## src/rtl/cpu_pkg.sv

```systemverilog
// Shared CPU definitions: opcode map, instruction width and fetch FSM encoding.
// Used by fetch_sequencer; the decoder consumes the same opcode map.
package cpu_pkg;

  localparam int INSTR_W = 16;

  localparam logic [3:0] OP_TYPEA = 4'b0000;
  localparam logic [3:0] OP_LW    = 4'b1000;
  localparam logic [3:0] OP_SW    = 4'b1011;
  localparam logic [3:0] OP_BLT   = 4'b0100;
  localparam logic [3:0] OP_BGT   = 4'b0101;
  localparam logic [3:0] OP_BEQ   = 4'b0110;
  localparam logic [3:0] OP_JMP   = 4'b1100;
  localparam logic [3:0] OP_HALT  = 4'b1111;

  typedef enum logic [1:0] {
    ST_FETCH   = 2'd0,
    ST_ISSUE   = 2'd1,
    ST_HALT    = 2'd2,
    ST_ILLEGAL = 2'd3
  } fetch_state_e;

  function automatic logic op_is_legal(input logic [3:0] op);
    case (op)
      OP_TYPEA, OP_LW, OP_SW, OP_BLT, OP_BGT, OP_BEQ, OP_JMP, OP_HALT: return 1'b1;
      default: return 1'b0;
    endcase
  endfunction

endpackage

```

## src/rtl/next_pc_calc.sv

```systemverilog
// Next-PC select: sequential, branch (4-bit imm) or jump (12-bit offset), jump first.
// Offsets are halfword counts; all sums wrap modulo 2^PC_W. Requires PC_W >= 13.
module next_pc_calc #(
  parameter int PC_W = 16
) (
  input  logic [PC_W-1:0] pc,
  input  logic [11:0]     imm,
  input  logic            jump,
  input  logic            branch,
  input  logic            cond,
  output logic [PC_W-1:0] next_pc
);

  logic signed [PC_W-1:0] jmp_off;
  logic signed [PC_W-1:0] br_off;
  logic        [PC_W-1:0] seq_pc;

  always_comb begin
    seq_pc  = pc + PC_W'(2);
    jmp_off = {{(PC_W-13){imm[11]}}, imm[11:0], 1'b0};
    br_off  = {{(PC_W-5){imm[3]}}, imm[3:0], 1'b0};
    next_pc = seq_pc;
    if (jump) begin
      next_pc = seq_pc + $unsigned(jmp_off);
    end else if (branch && cond) begin
      next_pc = seq_pc + $unsigned(br_off);
    end
  end

endmodule

```

## src/rtl/fetch_sequencer.sv

```systemverilog
// Instruction fetch / PC sequencer feeding the decoder over a valid/ready handshake.
// Optional macro FETCH_ILLEGAL_TRAP_EN: trap undefined opcodes into a sticky ILLEGAL state.
module fetch_sequencer
  import cpu_pkg::*;
#(
  parameter int              PC_W     = 16,
  parameter logic [PC_W-1:0] RESET_PC = '0
) (
  input  logic               clk,
  input  logic               rst,
  output logic               imem_req,
  output logic [PC_W-1:0]    imem_addr,
  input  logic               imem_ack,
  input  logic [INSTR_W-1:0] imem_rdata,
  output logic               id_valid,
  input  logic               id_ready,
  output logic [INSTR_W-1:0] id_instr,
  output logic [PC_W-1:0]    id_pc,
  input  logic               ctl_branch,
  input  logic               ctl_jump,
  input  logic               br_cond,
`ifdef FETCH_ILLEGAL_TRAP_EN
  output logic               illegal_op,
  output logic [PC_W-1:0]    illegal_pc,
`endif
  output logic               halted
);

  fetch_state_e       state_q, state_d;
  logic [PC_W-1:0]    pc_q, pc_d;
  logic [INSTR_W-1:0] id_instr_q, id_instr_d;
  logic [PC_W-1:0]    id_pc_q, id_pc_d;
  logic [PC_W-1:0]    next_pc;
  logic [3:0]         opcode;
`ifdef FETCH_ILLEGAL_TRAP_EN
  logic               illegal_op_q, illegal_op_d;
  logic [PC_W-1:0]    illegal_pc_q, illegal_pc_d;
`endif

  assign opcode = id_instr_q[15:12];

  next_pc_calc #(.PC_W(PC_W)) u_next_pc (
    .pc      (id_pc_q),
    .imm     (id_instr_q[11:0]),
    .jump    (ctl_jump),
    .branch  (ctl_branch),
    .cond    (br_cond),
    .next_pc (next_pc)
  );

  always_comb begin
    state_d    = state_q;
    pc_d       = pc_q;
    id_instr_d = id_instr_q;
    id_pc_d    = id_pc_q;
`ifdef FETCH_ILLEGAL_TRAP_EN
    illegal_op_d = illegal_op_q;
    illegal_pc_d = illegal_pc_q;
`endif
    case (state_q)
      ST_FETCH: begin
        if (imem_ack) begin
          id_instr_d = imem_rdata;
          id_pc_d    = pc_q;
          state_d    = ST_ISSUE;
        end
      end
      ST_ISSUE: begin
        if (id_ready) begin
          if (opcode == OP_HALT) begin
            state_d = ST_HALT;
`ifdef FETCH_ILLEGAL_TRAP_EN
          end else if (!op_is_legal(opcode)) begin
            state_d      = ST_ILLEGAL;
            illegal_op_d = 1'b1;
            illegal_pc_d = id_pc_q;
`endif
          end else begin
            pc_d    = next_pc;
            state_d = ST_FETCH;
          end
        end
      end
      default: state_d = state_q;
    endcase
  end

  always_ff @(posedge clk) begin
    if (rst) begin
      state_q    <= ST_FETCH;
      pc_q       <= RESET_PC;
      id_instr_q <= '0;
      id_pc_q    <= '0;
`ifdef FETCH_ILLEGAL_TRAP_EN
      illegal_op_q <= 1'b0;
      illegal_pc_q <= '0;
`endif
    end else begin
      state_q    <= state_d;
      pc_q       <= pc_d;
      id_instr_q <= id_instr_d;
      id_pc_q    <= id_pc_d;
`ifdef FETCH_ILLEGAL_TRAP_EN
      illegal_op_q <= illegal_op_d;
      illegal_pc_q <= illegal_pc_d;
`endif
    end
  end

  // Moore outputs, forced inactive while rst is asserted
  assign imem_req  = (state_q == ST_FETCH) && !rst;
  assign id_valid  = (state_q == ST_ISSUE) && !rst;
  assign imem_addr = pc_q;
  assign id_instr  = id_instr_q;
  assign id_pc     = id_pc_q;
`ifdef FETCH_ILLEGAL_TRAP_EN
  assign illegal_op = illegal_op_q;
  assign illegal_pc = illegal_pc_q;
  assign halted     = ((state_q == ST_HALT) || (state_q == ST_ILLEGAL)) && !rst;
`else
  assign halted     = (state_q == ST_HALT) && !rst;
`endif

endmodule

```

## config.mk

```make
export PLATFORM = sky130hd
export DESIGN_NAME = fetch_sequencer
export DESIGN_NICKNAME = d
export VERILOG_FILES = /design/src/rtl/cpu_pkg.sv /design/src/rtl/next_pc_calc.sv /design/src/rtl/fetch_sequencer.sv
export SDC_FILE = /design/constraint.sdc
export NUM_CORES = 1
export LEC_CHECK = 0
export ABC_AREA = 1
export CAP_MARGIN = 15
export CORE_UTILIZATION = 25
export CTS_BUF_LIST = sky130_fd_sc_hd__clkbuf_8 sky130_fd_sc_hd__clkbuf_16
export DETAILED_ROUTE_END_ITERATION = 8
export SETUP_SLACK_MARGIN = 0.1
export SLEW_MARGIN = 10
export SYNTH_ARGS = -nofsm -noshare
export SYNTH_HDL_FRONTEND = slang
export SYNTH_SLANG_ARGS = --single-unit
```

## constraint.sdc

```tcl
create_clock -name clk -period 2.3 [get_ports clk]
set_input_delay 0.69 -clock clk [delete_from_list [all_inputs] [get_ports clk]]
set_output_delay 0.69 -clock clk [all_outputs]
set_load 0.05 [all_outputs]
```

## Word level (Yosys, flattened, before mapping)

Cells that the tools add are included.
W data, S select, Z words.

- $add $sub $neg: 3
- $mul: 0
- Divide/modulo/power cells: 0
- $lt $le $gt $ge: 0
- Eq/ne operators: 5
- Shifts and indexed selects: 0
- Muxes and demuxes: 6
- Bitwise logic cells: 1
- Reductions and logical operators: 10

Operators by type and width:

| cell | count |
|---|---|
| $add A16 B16 Y16 | 2 |
| $mux W16 | 2 |
| $add A16 B2 Y16 const B | 1 |
| $mux W2 | 3 |
| $reduce_and A3 Y1 | 2 |
| $eq A4 B4 Y1 const B | 1 |
| $logic_and A1 B1 Y1 | 4 |
| $ne A2 B2 Y1 const B | 2 |
| $pmux W2 S2 | 1 |
| $eq A2 B1 Y1 const B | 1 |
| $eq A2 B2 Y1 const B | 1 |
| $logic_not A2 Y1 | 1 |
| $reduce_and A2 Y1 | 1 |
| $reduce_bool A2 Y1 | 1 |
| $logic_not A1 Y1 | 1 |
| $not A1 Y1 | 1 |

- Register bits after elaboration: 50
- Bits in latches: 0
- Bits in writable memories: 0
- Bits in read-only memories: 0
- Input port bits: 23
- Output and inout port bits: 51
- Word-level logic and storage cells: 29
- Memories kept: 0

## Depth between registers and ports, before layout

Gate-level depths: netlist of run 1.

- Word-level depth: 4
- Gate-level depth with buffers: 23
- Mapped depth without buffers: 23

## Modules after synthesis

Synthesis of run 1 repeated with hierarchy kept, for this count alone.

- Cells, all modules: 672
- Area total of the unflattened synthesis: 4083.9 um2

By module, submodules not included:

| module | times used | cells each | area each (um2) | seq. area each (um2) |
|---|---|---|---|---|
| next_pc_calc | 1 | 407 | 2154.6 | 0.0 |
| fetch_sequencer | 1 | 265 | 1929.4 | 1001.0 |

## Least setup slack after synthesis of run 1

No wires, ideal clock.

- Kind: input port to output port
- From: in rst
- To: out halted
- Arrival time: 2.139 ns
- Data required time: 1.610 ns
- Path slack: -0.529 ns
- Stages: 3
- Buffers on the path: 2
- Path through: clkbuf_1 > clkbuf_1 > nor3_1

- Word-level cells in the longest chain between the ends: 2

Ends and longest elaborated chain:

| element | RTL line | text |
|---|---|---|
| start: declaration | fetch_sequencer.sv:10 | `input logic rst,` |
| $logic_not A1 Y1 | fetch_sequencer.sv:121 | `assign halted = (state_q == ST_HALT) && !rst;` |
| $logic_and A1 B1 Y1 | fetch_sequencer.sv:121 |  |
| end: declaration | fetch_sequencer.sv:26 | `output logic halted` |

Every way passes these cells.

## Final worst setup path of run 1

- From: reg id_pc_q[2], in the netlist id_pc[2]
- To: reg pc_q[14], in the netlist imem_addr[14]

- Word-level cells in the longest chain between the ends: 4
- Elaborated cells on any way between the ends: 5
- Those cells by class: add/sub (3); mux (2)

Ends and longest elaborated chain:

| element | RTL line | text |
|---|---|---|
| start: declaration | fetch_sequencer.sv:32 | `logic [PC_W-1:0] id_pc_q, id_pc_d;` |
| start signal: assignment | fetch_sequencer.sv:102 | `id_pc_q <= id_pc_d;` |
| $add A16 B2 Y16 (*) | next_pc_calc.sv:19 | `seq_pc = pc + PC_W'(2);` |
| $add A16 B16 Y16 | next_pc_calc.sv:26 | `next_pc = seq_pc + $unsigned(br_off);` |
| $mux W16 | next_pc_calc.sv:25 | `end else if (branch && cond) begin` |
| $mux W16 (*) | next_pc_calc.sv:23 | `if (jump) begin` |
| end signal: assignment | fetch_sequencer.sv:100 | `pc_q <= pc_d;` |
| end: declaration | fetch_sequencer.sv:30 | `logic [PC_W-1:0] pc_q, pc_d;` |

Every way passes the cells marked *; elsewhere a longest branch is shown, timed or not.
A chain may end at the register's enable or synchronous reset.

==> results of run 1 <==
-- power groups by stage --
stage / clock network [mW] / registers (mW) / logic [mW]
global route: 0.841 / 1.06 / 1.81
floorplan: 0 / 1.29 / 0.603
finish: 0.778 / 1.04 / 1.68
detailed placement: 0 / 1.05 / 1.45
global placement: 0 / 1.05 / 1.44
CTS: 0.798 / 1.04 / 1.60
-- cell usage in the layout, fill, tap and decap left out, drive strengths merged --
cell	n
clkbuf	5
or2	4
clkinvlp	1
a211oi	1
and2	4
nor2	95
inv	84
nand2	149
o22ai	1
a21oi	51
nor3	6
a221oi	1
o21a	1
dfxtp	50
o211ai	1
nand3	56
clkdlybuf4s50	25
nand4	13
o21bai	1
fa	1
nand3b	3
o21ai	60
a21o	3
ha	29
a31oi	2
dlygate4sd2	13
xor2	9
buf	126
o32ai	1
dlymetal6s2s	18
-- critical path: cells and delay by family, from the launching register on --
family                     cells  cell delay [ps]
adders and majority gates      2              420
xor gates and xnor gates       1              150
AOI/OAI and AO/OA              2              270
buffers and inverters          1              170
and+or+nand+nor               10             1050
DFF                            1              400
-- cells by family (layout without fill, tap and decap cells) --
logic type	count (synthesis)	in the layout	synth area share [%]
and+or+nand+nor	330	330	36.6
AOI/OAI and AO/OA	123	123	16.6
buffers and inverters	102	272	9.91
DFF	50	50	25.2
adders and majority gates	30	30	9.65
xor gates and xnor gates	9	9	1.99
-- sequential cells by signal, summed over array words and instances (netlist names) --
signal / flops
id_pc: 16
state_q: 2
imem_addr: 16
id_instr: 16
-- metal layers --
metal  track usage [%]  share of wire (%)  vias up
met1              23.2                 46     2155
met3              4.05                6.2       20
met4              4.71                1.4        0
li1                  -                  -     2445
met2              29.8                 46      131
met5                 0                  0        -
-- worst min-delay path by stage --
stage                         startpoint                     to  slack (ps)  cells past startpoint
2_1_floorplan      id_pc[0]$_SDFFE_PP0P_  id_pc[0]$_SDFFE_PP0P_         470                      2
3_3_place_gp   imem_addr[3]$_SDFFE_PP0P_  id_pc[3]$_SDFFE_PP0P_         450                      2
3_5_place_dp   imem_addr[3]$_SDFFE_PP0P_  id_pc[3]$_SDFFE_PP0P_         460                      2
4_1_cts        imem_addr[3]$_SDFFE_PP0P_  id_pc[3]$_SDFFE_PP0P_         480                      2
5_1_grt        imem_addr[3]$_SDFFE_PP0P_  id_pc[3]$_SDFFE_PP0P_         500                      2
6_report       imem_addr[3]$_SDFFE_PP0P_  id_pc[3]$_SDFFE_PP0P_         480                      2
-- area by class of cell --
class	count	area (um2)
fill	1593	8660
multi-input combinational	492	3280
timing repair buffer	182	1600
sequential	50	1050
inverter	82	318
tap	211	264
clock buffer	5	125
clock inverter	3	22.5
-- stage by stage --
step | hold slack (ps) | power (mW) | area (um2) | std cells
global route | 496 | 3.71 | 6650 | 1025
global placement | 450 | 2.49 | 5810 | 1004
CTS | 484 | 3.44 | 6380 | 1021
floorplan | 474 | 1.89 | 4170 | 644
detailed placement | 458 | 2.50 | 5810 | 1004
finish | 476 | 3.50 | 6650 | 1025
-- timing repair --
item	CTS	global route
hold buffers	0	0
endpoints found under the setup margin	27	29
gates resized for setup	100	67
pin swaps	39	33
buffers inserted	10	4
==> flow_summary.json, run 1 <==
{
  "clock_latency_ps": 300,
  "totalWireLength_mm": 14.3,
  "synth_top_area_share_pct": 25.2,
  "ys_seq_area_share_pct": 25.2,
  "drt_iter0_markers": 189,
  "rsz0062_at_grt": "true",
  "cap_violations": 0,
  "cts_tree": "yes",
  "required_ps": 2530,
  "rr_endpoint": "imem_addr[14]$_SDFFE_PP0P_",
  "criticalPathCategory": "flip-flop to flip-flop",
  "synthFlopType": "dfxtp_1",
  "synth_edf_count": 0,
  "die_h_um": 128,
  "dieArea_um2": 16400,
  "p_leak_nw": 3.30,
  "gp_congestion": 0.921,
  "final_util_pct": 43.4,
  "avgSynthCellArea_um2": 6.16,
  "antennaDiodeCount": 0,
  "syn_nets": 697,
  "die_x_um": 128,
  "dp_hpwl_mm": 11.1,
  "seqPwrFrac_pct": 29.8,
  "r2r-start": "id_pc[2]$_SDFFE_PP0P_",
  "syn_area_um2": 3970,
  "max_slew.worst_pin.slew_ps": 582,
  "num_io_pins": 74,
  "cts_sinks": 50,
  "overflow": 0,
  "maxSlewHeadroom_pct": 61.2,
  "swShare_pct": 40.9,
  "synth-seq-cells": 50,
  "reg2reg_slack_ps": -230,
  "antenna_left": 0,
  "drc": 0,
  "wl_per_cell_um": 14.0,
  "endpoint": "imem_addr[14]$_SDFFE_PP0P_",
  "cp_slowest_stage_delay_ps": 400,
  "fin_nets": 866,
  "first_pass_iters": 4,
  "maxSlewViolCount": 0,
  "start_util_pct": 25.9,
  "ys_async_sr_fraction_pct": 0,
  "critPathLaunchType": "flip-flop",
  "worstSetupStartpoint": "id_pc[2]$_SDFFE_PP0P_",
  "antenna_found_initial": 0,
  "syn2layout_area_growth_pct": 67.7,
  "yosysMostFrequentCell": "nand2_1",
  "path_clk_slew_ps": 70,
  "path_cells": "ha_4 -> nand2_2 -> nor2_4 -> nand2_2 -> xor2_2 -> buf_4 -> ha_4 -> nand2_2 -> nor3_4 -> and2_1 -> nand2_1 -> a21oi_2 -> nor2_2 -> nor2_2 -> nand2_1 -> a21oi_1",
  "vias": 4751,
  "fin_crit_sh_pct": 110,
  "fin_ws_ps": -227,
  "h-tree-depth": 2,
  "coreArea_um2": 15300,
  "violations": "setup timing",
  "power.internal_mw": 2.07,
  "skew_ps": 5.00,
  "crit_path_max_fanout": 5,
  "arrival_ps": 2760,
  "synthTopCellsByCount": "nand2_1, nor2_1, inv_1",
  "cts_buffer_depth": 2,
  "yosys.area.top_type": "dfxtp_1",
  "yosysWarnings": 0,
  "status": "finished with violations",
  "rows": 45,
  "synthTopCellsByArea": "dfxtp_1, nand2_1, ha_1",
  "synth.distinct_cells": 40,
  "crit_path_end_kind": "flip-flop",
  "setup-violations-final": 10,
  "slowest_stage": "dfxtp_4",
  "min_period_ps": 2530,
  "synth_cells": 644,
  "root_buffer": "clkbuf_16",
  "max_freq_mhz": 396,
  "hp-class": "flip-flop to flip-flop",
  "dp_slack_ps": -337,
  "cp_common_cell": "nand2_2",
  "grt_pass1_vias": 4640,
  "cts_made_buffers": 5,
  "comb_power_share_pct": 48.0,
  "viasPerCell": 4.64,
  "reg2regPathDepth": 16,
  "setup_tns_ps": -1310,
  "layout-drive-gt1-share_pct": 36.0,
  "hold_violations": 0,
  "vdd_drop_max_mv": 0.333,
  "powerDensity_nw_per_um2": 526,
  "grt_pass1_wl_mm": 23.1,
  "p_sw_mw": 1.43,
  "grt_max_degree": 38,
  "pwr-share-clk_pct": 22.2,
  "io_buffer_count": 73,
  "grt_util_all_layers_pct": 17.9
}
(Power assumes the default switching activity.)
==> inputs of run 2 (changes only) <==
--- a/config.mk
+++ b/config.mk
@@ -9,2 +9,4 @@
 export CAP_MARGIN = 15
+export CELL_PAD_IN_SITES_DETAIL_PLACEMENT = 1
+export CELL_PAD_IN_SITES_GLOBAL_PLACEMENT = 2
 export CORE_UTILIZATION = 25
@@ -12,2 +14,3 @@
 export DETAILED_ROUTE_END_ITERATION = 8
+export PLACE_DENSITY_LB_ADDON = 0.1
 export SETUP_SLACK_MARGIN = 0.1
@@ -17 +20,2 @@
 export SYNTH_SLANG_ARGS = --single-unit
+export TNS_END_PERCENT = 5
==> constraint.sdc (replaced) <==
create_clock -name clk -period 2.3 [get_ports clk]
set_input_delay 0.46 -clock clk [delete_from_list [all_inputs] [get_ports clk]]
set_output_delay 0.46 -clock clk [all_outputs]
set_load 0.05 [all_outputs]
==> flow_summary.json, run 2 (synthesis results as in run 1) <==
{
  "antenna_found_initial": 0,
  "critPathLaunchType": "flip-flop",
  "cts_tree": "yes",
  "grt_pass1_wl_mm": 27.1,
  "power_mw": 3.54,
  "die_x_um": 128,
  "first_pass_iters": 4,
  "violations": "setup timing",
  "whs_path_depth": 2,
  "maxSlewHeadroom_pct": 64.6,
  "antennaDiodeCount": 0,
  "required_ps": 2500,
  "max_freq_mhz": 398,
  "dp_slack_ps": -521,
  "fin_cells": 1027,
  "hp-class": "flip-flop to flip-flop",
  "status": "finished with violations",
  "worstHoldStart": "imem_addr[3]$_SDFFE_PP0P_",
  "skew_ps": 5.78,
  "reg2reg_slack_ps": -210,
  "rr_endpoint": "imem_addr[13]$_SDFFE_PP0P_",
  "hold_violations": 0,
  "clock_latency_ps": 310,
  "gp_congestion": 0.873,
  "syn2layout_area_growth_pct": 66.2,
  "overflow": 0,
  "fillers": 1905,
  "rows": 45,
  "setup-violations-final": 11,
  "fin_crit_sh_pct": 109,
  "io_buffer_count": 73,
  "hold-path-endpoint": "id_pc[3]$_SDFFE_PP0P_",
  "rsz0062_at_grt": "true",
  "dp_cells": 1011,
  "p_leak_nw": 2.90,
  "h-tree-depth": 2,
  "vias": 4883,
  "grt_max_degree": 38,
  "drc": 0,
  "coreArea_um2": 15300,
  "dp_hpwl_mm": 13.7,
  "cap_violations": 0,
  "path_clk_slew_ps": 70,
  "drt_iter0_markers": 167,
  "powerDensity_nw_per_um2": 537,
  "holdWs_ps": 473,
  "fin_ws_ps": -212,
  "r2r-start": "id_pc[4]$_SDFFE_PP0P_",
  "min_period_ps": 2510,
  "max_slew.worst_pin.slew_ps": 531,
  "crit_path_max_fanout": 5,
  "start_util_pct": 25.9,
  "maxSlewViolCount": 0,
  "layout-drive-gt1-share_pct": 32.8,
  "criticalPathCategory": "flip-flop to flip-flop",
  "totalWireLength_mm": 17.5,
  "cts_made_buffers": 5,
  "wl_per_cell_um": 17.0,
  "vdd_drop_max_mv": 0.299,
  "layout_commonest_cell": "nand2_1",
  "viasPerCell": 4.75,
  "cts_buffer_depth": 2,
  "num_io_pins": 74,
  "cts_sinks": 50,
  "dieArea_um2": 16400,
  "reg2regPathDepth": 15,
  "fin_nets": 868,
  "arrival_ps": 2710,
  "grt_util_all_layers_pct": 21.8,
  "die_h_um": 128,
  "grt_pass1_vias": 5122,
  "antenna_left": 0,
  "root_buffer": "clkbuf_16",
  "layout_common_cells": "nand2_1, buf_4, nor2_1",
  "crit_path_end_kind": "flip-flop"
}
run 2: worst max path at each step:
stage,endpoint,startpoint,cells past startpoint,slack [ps]
detailed placement,imem_addr[10]$_SDFFE_PP0P_,id_pc[2]$_SDFFE_PP0P_,16,-520
global route,imem_addr[13]$_SDFFE_PP0P_,id_pc[4]$_SDFFE_PP0P_,16,-430
finish,imem_addr[13]$_SDFFE_PP0P_,id_pc[4]$_SDFFE_PP0P_,15,-210
global placement,imem_addr[7]$_SDFFE_PP0P_,id_pc[2]$_SDFFE_PP0P_,14,-540
floorplan,halted,rst,3,-70
CTS,imem_addr[10]$_SDFFE_PP0P_,id_pc[1]$_SDFFE_PP0P_,19,-210
run 2: layout make-up:
class	count	area, um2	share of cell area (%)
clock buffer	5	125	1.90
clock inverter	3	21.3	0.323
inverter	82	324	4.92
multi-input combinational	492	3200	48.5
sequential	50	1030	15.6
tap	211	264	4.01
timing repair buffer	184	1640	24.8
run 2: per-layer routing:
metal | track usage (%) | routed length [um] | part of all wire (%) | vias to the layer above
met5 | 0 | 0 | 0 | -
met4 | 4.91 | 327 | 1.9 | 0
met3 | 4.17 | 664 | 3.8 | 22
met2 | 39.7 | 8800 | 50 | 91
met1 | 26.4 | 7660 | 44 | 2325
li1 | - | - | - | 2445
run 2: power breakdown:
| part | internal [mW] | leakage, nW | switching, mW | total [mW] |
|---|---|---|---|---|
| Sequential | 0.945 | 0.418 | 0.0911 | 1.04 |
| Combinational | 0.731 | 2.41 | 0.990 | 1.72 |
| Clock | 0.405 | 0.0698 | 0.377 | 0.782 |
| Total | 2.08 | 2.90 | 1.46 | 3.54 |
run 2: timing repair:
action                                  CTS  global route
resized for setup                        83            61
endpoints found under the setup margin   13            12
endpoints found under the hold margin     0             0
hold buffers                              0             0
pin swaps                                25            36
buffers inserted                          3             5
run 2: critical path, stage by stage, from the launching register on:
cell	delay (ps)
dfxtp_2	350
clkinvlp_4	170
nor3_4	260
nand2_1	70
o21bai_1	180
nand2_2	110
inv_2	110
ha_4	230
nand2_1	180
nor2_1	80
nor2_1	160
nand3_1	120
nand2_1	80
nand3_2	100
nand3_2	130
a21oi_1	70
run 2: metrics by stage:
stage               area [um2]  utilization [%]  TNS [ps]
finish                    6590             43.0     -1770
global route              6590             43.0     -3960
CTS                       6330             41.3     -1620
detailed placement        5780             37.7     -3790
global placement          5780             37.7     -3330
floorplan                 4030                -      -258
